`config.mk`:
```
export PLATFORM = sky130hd
export DESIGN_NAME = output_scheduler
export DESIGN_NICKNAME = d
export VERILOG_FILES = /design/src/rtl/output_scheduler.sv
export SDC_FILE = /design/constraint.sdc
export NUM_CORES = 1
export LEC_CHECK = 0
export BUFFER_PORTS_ARGS = -buffer_cell sky130_fd_sc_hd__buf_4
export CAP_MARGIN = 10
export CORE_UTILIZATION = 50
export CTS_BUF_LIST = sky130_fd_sc_hd__clkbuf_16
export DETAILED_ROUTE_END_ITERATION = 8
export GPL_TIMING_DRIVEN = 0
export PLACE_DENSITY = 0.72
export SYNTH_ARGS = -nofsm -noshare
export SYNTH_HDL_FRONTEND = slang
export SYNTH_SLANG_ARGS = --single-unit
```
`constraint.sdc`:
```
create_clock -name clk -period 5.2 [get_ports clk]
set_clock_uncertainty 0.05 [all_clocks]
set_input_delay 0.52 -clock clk [delete_from_list [all_inputs] [get_ports clk]]
set_output_delay 0.52 -clock clk [all_outputs]
set_load 0.02 [all_outputs]
```
`src/rtl/output_scheduler.sv`:
```
// Output-port scheduler: round-robin arbitration over four input queues, packet-locked
// crossbar grant, and credit-based flow control toward the downstream router.
module output_scheduler #(
  parameter int unsigned CREDIT_DEPTH = 5,
  parameter int unsigned PACKET_FLITS = 5
) (
  input  logic       clk,
  input  logic       reset,
  input  logic [3:0] request_din,
  input  logic       credit_din,
  output logic [3:0] conf_dout,
  output logic [3:0] pop_dout,
  output logic       valid_dout,
  output logic       credit_error_dout
);

  localparam logic [3:0] CreditMax = 4'(CREDIT_DEPTH);
  localparam logic [3:0] LastFlit  = 4'(PACKET_FLITS - 1);

  typedef enum logic {StIdle, StActive} state_e;

  state_e     state_q, state_d;
  logic [1:0] grant_q, grant_d;
  logic [1:0] rr_q, rr_d;
  logic [3:0] credit_q, credit_d;
  logic [3:0] flit_q, flit_d;
  logic       err_q, err_d;
  logic       valid_q;

  logic [1:0] cand;
  logic [1:0] arb_idx;
  logic       arb_hit;
  logic       transfer;

  // Round-robin search starting one past the last served port, wrapping back to it last.
  always_comb begin
    cand    = rr_q;
    arb_idx = rr_q;
    arb_hit = 1'b0;
    for (int k = 1; k <= 4; k++) begin
      cand = rr_q + 2'(k);
      if (!arb_hit && request_din[cand]) begin
        arb_hit = 1'b1;
        arb_idx = cand;
      end
    end
  end

  assign transfer = (state_q == StActive) && request_din[grant_q] && (credit_q != 4'd0);

  always_ff @(posedge clk or posedge reset) begin
    if (reset) begin
      state_q  <= StIdle;
      grant_q  <= 2'd0;
      rr_q     <= 2'd3;
      credit_q <= CreditMax;
      flit_q   <= 4'd0;
      err_q    <= 1'b0;
      valid_q  <= 1'b0;
    end else begin
      state_q  <= state_d;
      grant_q  <= grant_d;
      rr_q     <= rr_d;
      credit_q <= credit_d;
      flit_q   <= flit_d;
      err_q    <= err_d;
      valid_q  <= |pop_dout;
    end
  end

  always_comb begin
    state_d  = state_q;
    grant_d  = grant_q;
    rr_d     = rr_q;
    flit_d   = flit_q;
    credit_d = credit_q;
    err_d    = err_q;
    unique case (state_q)
      StIdle: begin
        if (arb_hit) begin
          grant_d = arb_idx;
          state_d = StActive;
          flit_d  = 4'd0;
        end
      end
      StActive: begin
        if (transfer) begin
          if (flit_q == LastFlit) begin
            state_d = StIdle;
            rr_d    = grant_q;
            flit_d  = 4'd0;
          end else begin
            flit_d = flit_q + 4'd1;
          end
        end
      end
      default: state_d = StIdle;
    endcase
    // A credit arriving alongside a transfer cancels that transfer's debit.
    if (transfer && !credit_din) begin
      credit_d = credit_q - 4'd1;
    end else if (!transfer && credit_din) begin
      if (credit_q == CreditMax) err_d = 1'b1;
      else                       credit_d = credit_q + 4'd1;
    end
  end

  always_comb begin
    conf_dout = 4'b0000;
    if (state_q == StActive) conf_dout = 4'b0001 << grant_q;
    pop_dout = transfer ? conf_dout : 4'b0000;
  end

  assign valid_dout        = valid_q;
  assign credit_error_dout = err_q;

endmodule

```
## After elaboration in Yosys (flattened, before gate mapping)

Index checks and enable logic that the tools add are counted.
W data, S select, Z words.

- Register bits: 15
- Bits of input ports: 7
- Output and inout port bits: 10
- Logic and storage cells: 77

- $add $sub $neg: 6
- Magnitude comparators: 5
- Equal/unequal tests: 5
- Shift operators: 1
- Mux-type cells: 31
- Bitwise operators: 2
- Reduce and logical (&&, ||, !) cells: 20

Operators by type and width:

| cell | count |
|---|---|
| $mux W4 | 8 |
| $lt A2 B3 Y1 const B | 5 |
| $mux W1 | 12 |
| $bmux W1 S2 | 5 |
| $add A4 B1 Y4 const B | 2 |
| $eq A4 B3 Y1 const B | 2 |
| $mux W2 | 4 |
| $pmux W4 S2 | 1 |
| $logic_and A1 B1 Y1 | 7 |
| $reduce_and A2 Y1 | 3 |
| $reduce_and A3 Y1 | 2 |
| $logic_not A1 Y1 | 5 |
| $add A2 B2 Y2 const B | 2 |
| $ne A2 B2 Y1 const B | 2 |
| $reduce_bool A4 Y1 | 1 |
| $reduce_or A4 Y1 | 1 |
| $shl A1 B2 Y4 const A | 1 |
| $sub A4 B1 Y4 const B | 1 |
| $add A2 B1 Y2 const B | 1 |
| $ne A2 B1 Y1 const B | 1 |
| $not A1 Y1 | 2 |
| $pmux W1 S2 | 1 |
| $reduce_bool A2 Y1 | 1 |

## Longest topological paths before layout

Gate-level depths: netlist of run 1.

- Depth in word-level cells: 15
- Gate-level depth with buffers: 11
- Depth with buffers taken out: 10

## Worst setup path before layout of run 1

No wires, ideal clock.

- Kind: input to register
- Start: input request_din[3]
- End: register credit_q[2]
- Data arrival time: 2,173 ps
- Required time: 5,064 ps
- Path slack: 2,890 ps
- Stages on the path: 10
- Path buffers: 0
- Path through: mux4_2 nand2_2 inv_1 ha_1 xor2_1 ha_1 a21oi_1 xnor2_1 nand2_1 xnor2_1

- Word-level cells in the longest chain between the ends: 8

Ends and longest elaborated chain:

| what | line | text |
|---|---|---|
| from (decl) | 9 | `input logic [3:0] request_din,` |
| $bmux W1 S2 * | 49 | `assign transfer = (state_q == StActive) && request_din[grant_q] && (credit_q != 4'd0);` |
| $mux W1 (not written as such) * | 49 |  |
| $logic_and A1 B1 Y1 * (2 in series) | 49 |  |
| $logic_not A1 Y1 | 102 | `end else if (!transfer && credit_din) begin` |
| $logic_and A1 B1 Y1 | 102 |  |
| $reduce_bool A2 Y1 (no line) | n/a |  |
| $reduce_and A2 Y1 (no line) | n/a |  |
| to (signal assigned) | 56 | `credit_q <= CreditMax;` |
| to (signal assigned) | 64 | `credit_q <= credit_d;` |
| to (decl) | 25 | `logic [3:0] credit_q, credit_d;` |

Every way passes the cells marked *; elsewhere a longest branch is shown, timed or not. The select of a mux whose other input is x is not followed.
A chain may end at the register's enable or synchronous reset.

## Worst setup path in the final report of run 1

- Start: register credit_q[2]
- End: output pop_dout[1]

- Word-level cells in the longest chain between the ends: 3

Ends and longest elaborated chain:

| what | line | text |
|---|---|---|
| $reduce_bool A4 Y1 | 49 |  |
| $logic_and A1 B1 Y1 | 49 |  |
| $mux W4 | 111 | `pop_dout = transfer ? conf_dout : 4'b0000;` |
| to (decl) | 12 | `output logic [3:0] pop_dout,` |

Every way passes these cells.

==> results.md, run 1 <==
- Outcome: completed
- Period Utilization, post-route: 47.87%
- Reg2reg path depth: 9
- # diodes: 0
- Synth Flop Type: dfrtp_1
- Clock slew at reported path FFs: 0.05 ns
- DR iter-0 viols: 32
- RSZ-0062 raised after global routing: no
- Pwr Total: ~0.78 mW
- Mapped Nets: 118
- Clk buf depth: 2
- HPWL Detailed: 1449 um
- Synth unique cells: 38
- Critical Path RT: 4.63 ns
- Hold-fix buffers at CTS: 0
- Worst slew pin tran: 0.5691 ns
- Port Buffers: 16
- Routed Antenna Nets: 0
- Vias per cell: 5.560
- Final setup viols: 0
- Initial Utilization: between 50% and 60%
- P_leak: 0.5852 nW
- Total Nets Final: around 140
- Cell type with the highest aggregate area in the netlist: dfrtp_1
- Congestion Overflow GR: 0
- Number of max-cap violations: 0
- WL final: 1975 um
- Root Buffer: clkbuf_16
- CORE AREA: 1783 sq um
- Rows: 15
- Pre-CTS setup slack: around 2.6 ns
- Num Clock Sinks: 15
- Kind of critical path: register to output pin
- Overall Global Routing Usage: 20.82%
- Final Wtd Congestion: 0.7489
- Synth warnings: 0
- Post-synth ARST share: 100.0%
- Pin count of the biggest net entering global routing: 16
- Area fraction of the dominant cell type after synthesis: 27.88%
- Antenna violations before repair: 0
- Crit path top cell by count: buf_4
- Post-Syn Area: 987.2 sq um
- Placed cell count: 146
- EDFF count, synth: 0
- Util after Layout: 68.28%
- Setup TNS: 0 ns
- Worst rel slew slack: 62.02%
- Max Freq: 0.4018 GHz
- Die H: between 40 and 50 um
- Die footprint: around 2200 sq um
- Critical Path, Cell by Cell: clkbuf_1, o41a_1, nand2_2, buf_4, nor3b_1, buf_4
- Post-CTS setup buffers: 0
- Share of post-route cells with drive strength above 1: 25.60%
- Fillers: 143
- Routed WL per cell: 13.17 um
- CTS tree: done
- Setup WS post-layout: 2.711 ns
- Max VDD drop: between 300 and 400 uV
- Cells after synthesis: 105
- Die Span X: 46.44 um
- Clk Latency, worst-skew pair: about 0.24 ns
- Final Slew Violations: 0
- # IOs: 17
- Num CTS Buffers: 3
- First-pass GRT wire length: slightly above 3000 um
- Vias in the first global route: 699
- Detailed Routing Iterations Pass 1: 4
- Hold Path Class: input port to async pin
- Syn avg cell area: between 9 and 10 sq um
- Worst Path Max Fanout: 10
- Most frequent cells in the layout: 17 x buf_4, 11 x dfrtp_1, 10 x inv_1, 8 x nand2_1, 7 x nand3_1
- Hold Violations, Final: 0
- CP Launch Type: register
- CP arrival: 1.92 ns
- Yosys reg bits: 15
- Critical Path End Type: output pin
- Largest cells by area after synthesis: dfrtp_1 28%, dfstp_2 11%, ha_1 7.6%, nor3b_1 3.8%, nand3_1 3.5%
- Post-synthesis sequential area ratio: 38.53%
- Vias: roughly 830
- Post_cts resized: 0
- Final Non-Filler Cells: 150
- Detailed-route DRC error count: 0
- Slowest CP cell: dfstp_2
- Tmin final: 2.489 ns
- Syn-to-layout area delta: 23.32%
- H-tree depth: 1
- Max incr delay on CP: 0.51 ns
- Power density over the cells: 641.4 nW/um^2
- Most common cell after layout, fill and taps aside: buf_4
[synthesized netlist by cell type (3+ instances only)]
library cell / instances
nor2_1: 4
nor3_1: 3
nor3b_1: 5
nand2_1: 8
nor2b_1: 4
nand3b_1: 3
xor2_1: 3
nand3_1: 7
ha_1: 6
inv_1: 9
dfrtp_1: 11
o21ai_0: 3
dfstp_2: 4
clkbuf_1: 4
[critical path, delay by kind of cell, from the launching register on]
| family | cells | cell delay (ns) |
|---|---|---|
| buffers and inverters | 3 | 0.64 |
| AOI/OAI and AO/OA | 1 | 0.23 |
| and+or+nand+nor | 2 | 0.29 |
| DFF | 1 | 0.51 |
[metrics by stage]
step | hold WS, ns | cell area, sq um
6_report | 0.2843 | 1217
5_1_grt | 0.3371 | 1217
4_1_cts | 0.2999 | 1217
3_5_place_dp | 0.4128 | 1139
3_3_place_gp | 0.4075 | 1139
2_1_floorplan | 0.3686 | 987.2
[logic make-up after synthesis]
logic type | synth area share (%)
and+or+nand+nor | 24.46
xor gates and xnor gates | 4.437
AOI/OAI and AO/OA | 12.93
adders and majority gates | 7.604
muxes | 5.323
DFF | 38.53
buffers and inverters | 6.717
[layer usage]
| layer | wire [um] | track usage (%) | vias to the layer above |
|---|---|---|---|
| met5 | 0 | 0 | - |
| met4 | 29 | 8.824 | 0 |
| met3 | 102 | 5.882 | 5 |
| met2 | 815 | 29.44 | 25 |
| met1 | 1027 | 29.38 | 394 |
| li1 | - | - | 410 |
[area by class of cell]
cell class / instances / area [sq um] / area share (%)
Multi-Input combinational cell: 74 / 540.5 / 44.40
Timing Repair Buffer: 16 / 120.1 / 9.866
Sequential cell: 15 / 380.4 / 31.24
Clock inverter: 1 / 3.754 / 0.3083
Tap cell: 25 / 31.28 / 2.569
Inverter: 9 / 33.78 / 2.775
Buffer: 7 / 32.53 / 2.672
Clock buffer: 3 / 75.07 / 6.166
[worst paths after layout]
path	startpoint	end	slack, ns
min in group clk	credit_error_dout	credit_error_dout	0.42
worst max register to register	credit_q[2]	credit_q[3]	2.80
worst min register to register	credit_error_dout	credit_error_dout	0.42
max in group asynchronous	reset	rr_q[1]	4.44
worst max-delay path	credit_q[2]	pop_dout[1]	2.71
worst min-delay path	reset	credit_q[1]	0.28
[power breakdown]
group | internal, mW | switching (mW)
sequential | 0.178 | 0.0421
clock | 0.102 | 0.0462
combinational | 0.183 | 0.230
[sequential cells by signal (all words and copies together) (netlist names)]
signal             flops
grant_q                2
state_q                1
credit_error_dout      1
flit_q                 4
rr_q                   2
valid_dout             1
credit_q               4
No activity file was read; power rests on OpenSTA's default activity.
==> inputs of run 2 (changes only) <==
==> constraint.sdc (replaced) <==
create_clock -name clk -period 2.6 [get_ports clk]
set_clock_uncertainty 0.05 [all_clocks]
set_input_delay 0.26 -clock clk [delete_from_list [all_inputs] [get_ports clk]]
set_output_delay 0.26 -clock clk [all_outputs]
set_load 0.02 [all_outputs]
==> run 2 against run 1 <==
Net effect:
- sequential power rose by 100%
- via count decreased by 0.24%
- core utilization increased by 0.35 points
- die area unchanged
- non-clock buffer count stayed put
- setup slack worse by 2.5 ns
- combinational power grew 100%
- hold slack got worse by 0.26 ns
- cell area is 0.51% higher
- global-route usage stayed put
- clock-buffer cell count did not move
- final cell count is the same
- critical path type is now register to register
- largest power group unchanged
- highest routed layer unchanged
==> results.md, run 2 (synthesis results as in run 1) <==
- Power density over the cells: 1287 nW/um^2
- Final Wtd Congestion: 0.7489
- Overall Global Routing Usage: 20.82%
- Vias: 832
- Final setup viols: 0
- Total Nets Final: approximately 140
- Share of post-route cells with drive strength above 1: 26.40%
- CORE AREA: about 1800 sq um
- Worst slew pin tran: 0.5648 ns
- Antenna violations before repair: 0
- Die Span X: 46.44 um
- Placed cell count: 146
- CP arrival: roughly 2.5 ns
- Util after Layout: roughly 69%
- P_leak: between 0.5 and 0.6 nW
- Finished Cell Area: 1224 sq um
- Hold-fix buffers at CTS: 0
- Syn-to-layout area delta: 23.95%
- Highest routed layer: met4
- WL final: 1990 um
- Cell Area, Placed: between 1000 and 1500 sq um
- Final Slew Violations: 0
- First-pass GRT wire length: about 3000 um
- Routed met2 length: 817 um
- Kind of critical path: register to register
- Initial Utilization: 55.37%
- CP Launch Type: register
- Vias per cell: approximately 5.5
- Critical Path, Cell by Cell: buf_2, o41a_1, nand2_2, inv_1, ha_1, xor2_1, ha_1, a21oi_1, xnor2_1, nand2_1, xnor2_1
- Critical Path End Type: register
- Biggest regs: credit_q: 4 flops, flit_q: 4 flops
- Max incr delay on CP: 0.45 ns
- M1 WL: 1037 um
- Hold Path Class: input port to async pin
- Max VDD drop: 738.1 uV
- Outcome: completed
- WL met3: 100 um
- Clk Latency, worst-skew pair: 0.24 ns
- Setup TNS: 0 ns
- Clk buf depth: 2
- HPWL Detailed: approximately 1400 um
- Setup WS post-layout: 0.2099 ns
- Critical Path RT: 2.71 ns
- DR iter-0 viols: 30
- Congestion Overflow GR: 0
- Most frequent cells in the layout: 17 x buf_4, 11 x dfrtp_1, 10 x inv_1, 8 x nand2_1, 7 x nand3_1
- Worst Path Max Fanout: 9
- H-tree depth: 1
- Root Buffer: clkbuf_16
- Period Utilization, post-route: 91.93%
- Most common cell after layout, fill and taps aside: buf_4
- Rows: 15
- Pwr Total: 1.574 mW
- # diodes: 0
- Detailed-route DRC error count: 0
- Routed WL per cell: 13.27 um
- # IOs: 17
- Number of max-cap violations: 0
- Hold WS: 0.02277 ns
- RSZ-0062 raised after global routing: no
- Die H: approximately 46 um
- Post-CTS setup buffers: 0
- Vias in the first global route: 699
- Max Freq: roughly 0.42 GHz
- Die footprint: 2156 sq um
- Pin count of the biggest net entering global routing: 16
- Worst rel slew slack: 62.31%
- Slowest CP cell: o41a_1
- Num Clock Sinks: 15
- R2r setup slk: 0.21 ns
- Hold Violations, Final: 0
- Num CTS Buffers: 3
- Final Non-Filler Cells: 150
- Pre-CTS setup slack: 0.1981 ns
- Tmin final: 2.390 ns
- Port Buffers: 16
- CTS tree: done
- Routed Antenna Nets: 0
- Clock slew at reported path FFs: 0.05 ns
- Detailed Routing Iterations Pass 1: 4
## run 2: cell counts in the layout (fill, tap and decap cells not counted)
No cell type changed its count.
## run 2: routing by layer
| layer | GRT usage (%) | vias to the layer above |
|---|---|---|
| met5 | 0 | - |
| met4 | 8.824 | 0 |
| met3 | 5.882 | 7 |
| met2 | 29.44 | 25 |
| met1 | 29.38 | 390 |
| li1 | - | 410 |
## run 2: critical path, delay by kind of cell (launching register included)
| family | cells | cell delay [ns] |
|---|---|---|
| AO/OA/AOI/OAI | 2 | 0.60 |
| adder cells (fa/ha/maj) | 2 | 0.43 |
| AND/OR/NAND/NOR | 2 | 0.19 |
| buffers and inverters | 2 | 0.24 |
| XOR/XNOR | 3 | 0.43 |
| flip-flops | 1 | 0.36 |
## run 2: path summary, 6_finish.rpt
check / depth (start not counted) / endpoint / from
min reg2reg: 1 / credit_error_dout / credit_error_dout
max in group asynchronous: 2 / rr_q[1] / reset
min in group clk: 3 / state_q / request_din[1]
max reg2reg: 11 / credit_q[2] / credit_q[1]
max: 11 / credit_q[2] / credit_q[1]
min: 2 / credit_q[1] / reset
## run 2: what timing repair did
action	in CTS	in global routing
endpoints found under the setup margin	0	1
gates resized for setup	0	1
hold endpoints to repair	0	0
## run 2: cell type report
class                           instances  area (sq um)
Inverter                                9         33.78
Buffer                                  7         32.53
Sequential cell                        15         380.4
Fill cell                             141         559.3
Tap cell                               25         31.28
Clock buffer                            3         75.07
Timing Repair Buffer                   16         120.1
Clock inverter                          1         3.754
Multi-Input combinational cell         74         546.8
## run 2: report_power, final
part / switching (mW) / internal (mW) / total [mW]
registers: 0.0842 / 0.355 / 0.439
logic: 0.470 / 0.371 / 0.840
clock network: 0.0911 / 0.203 / 0.295
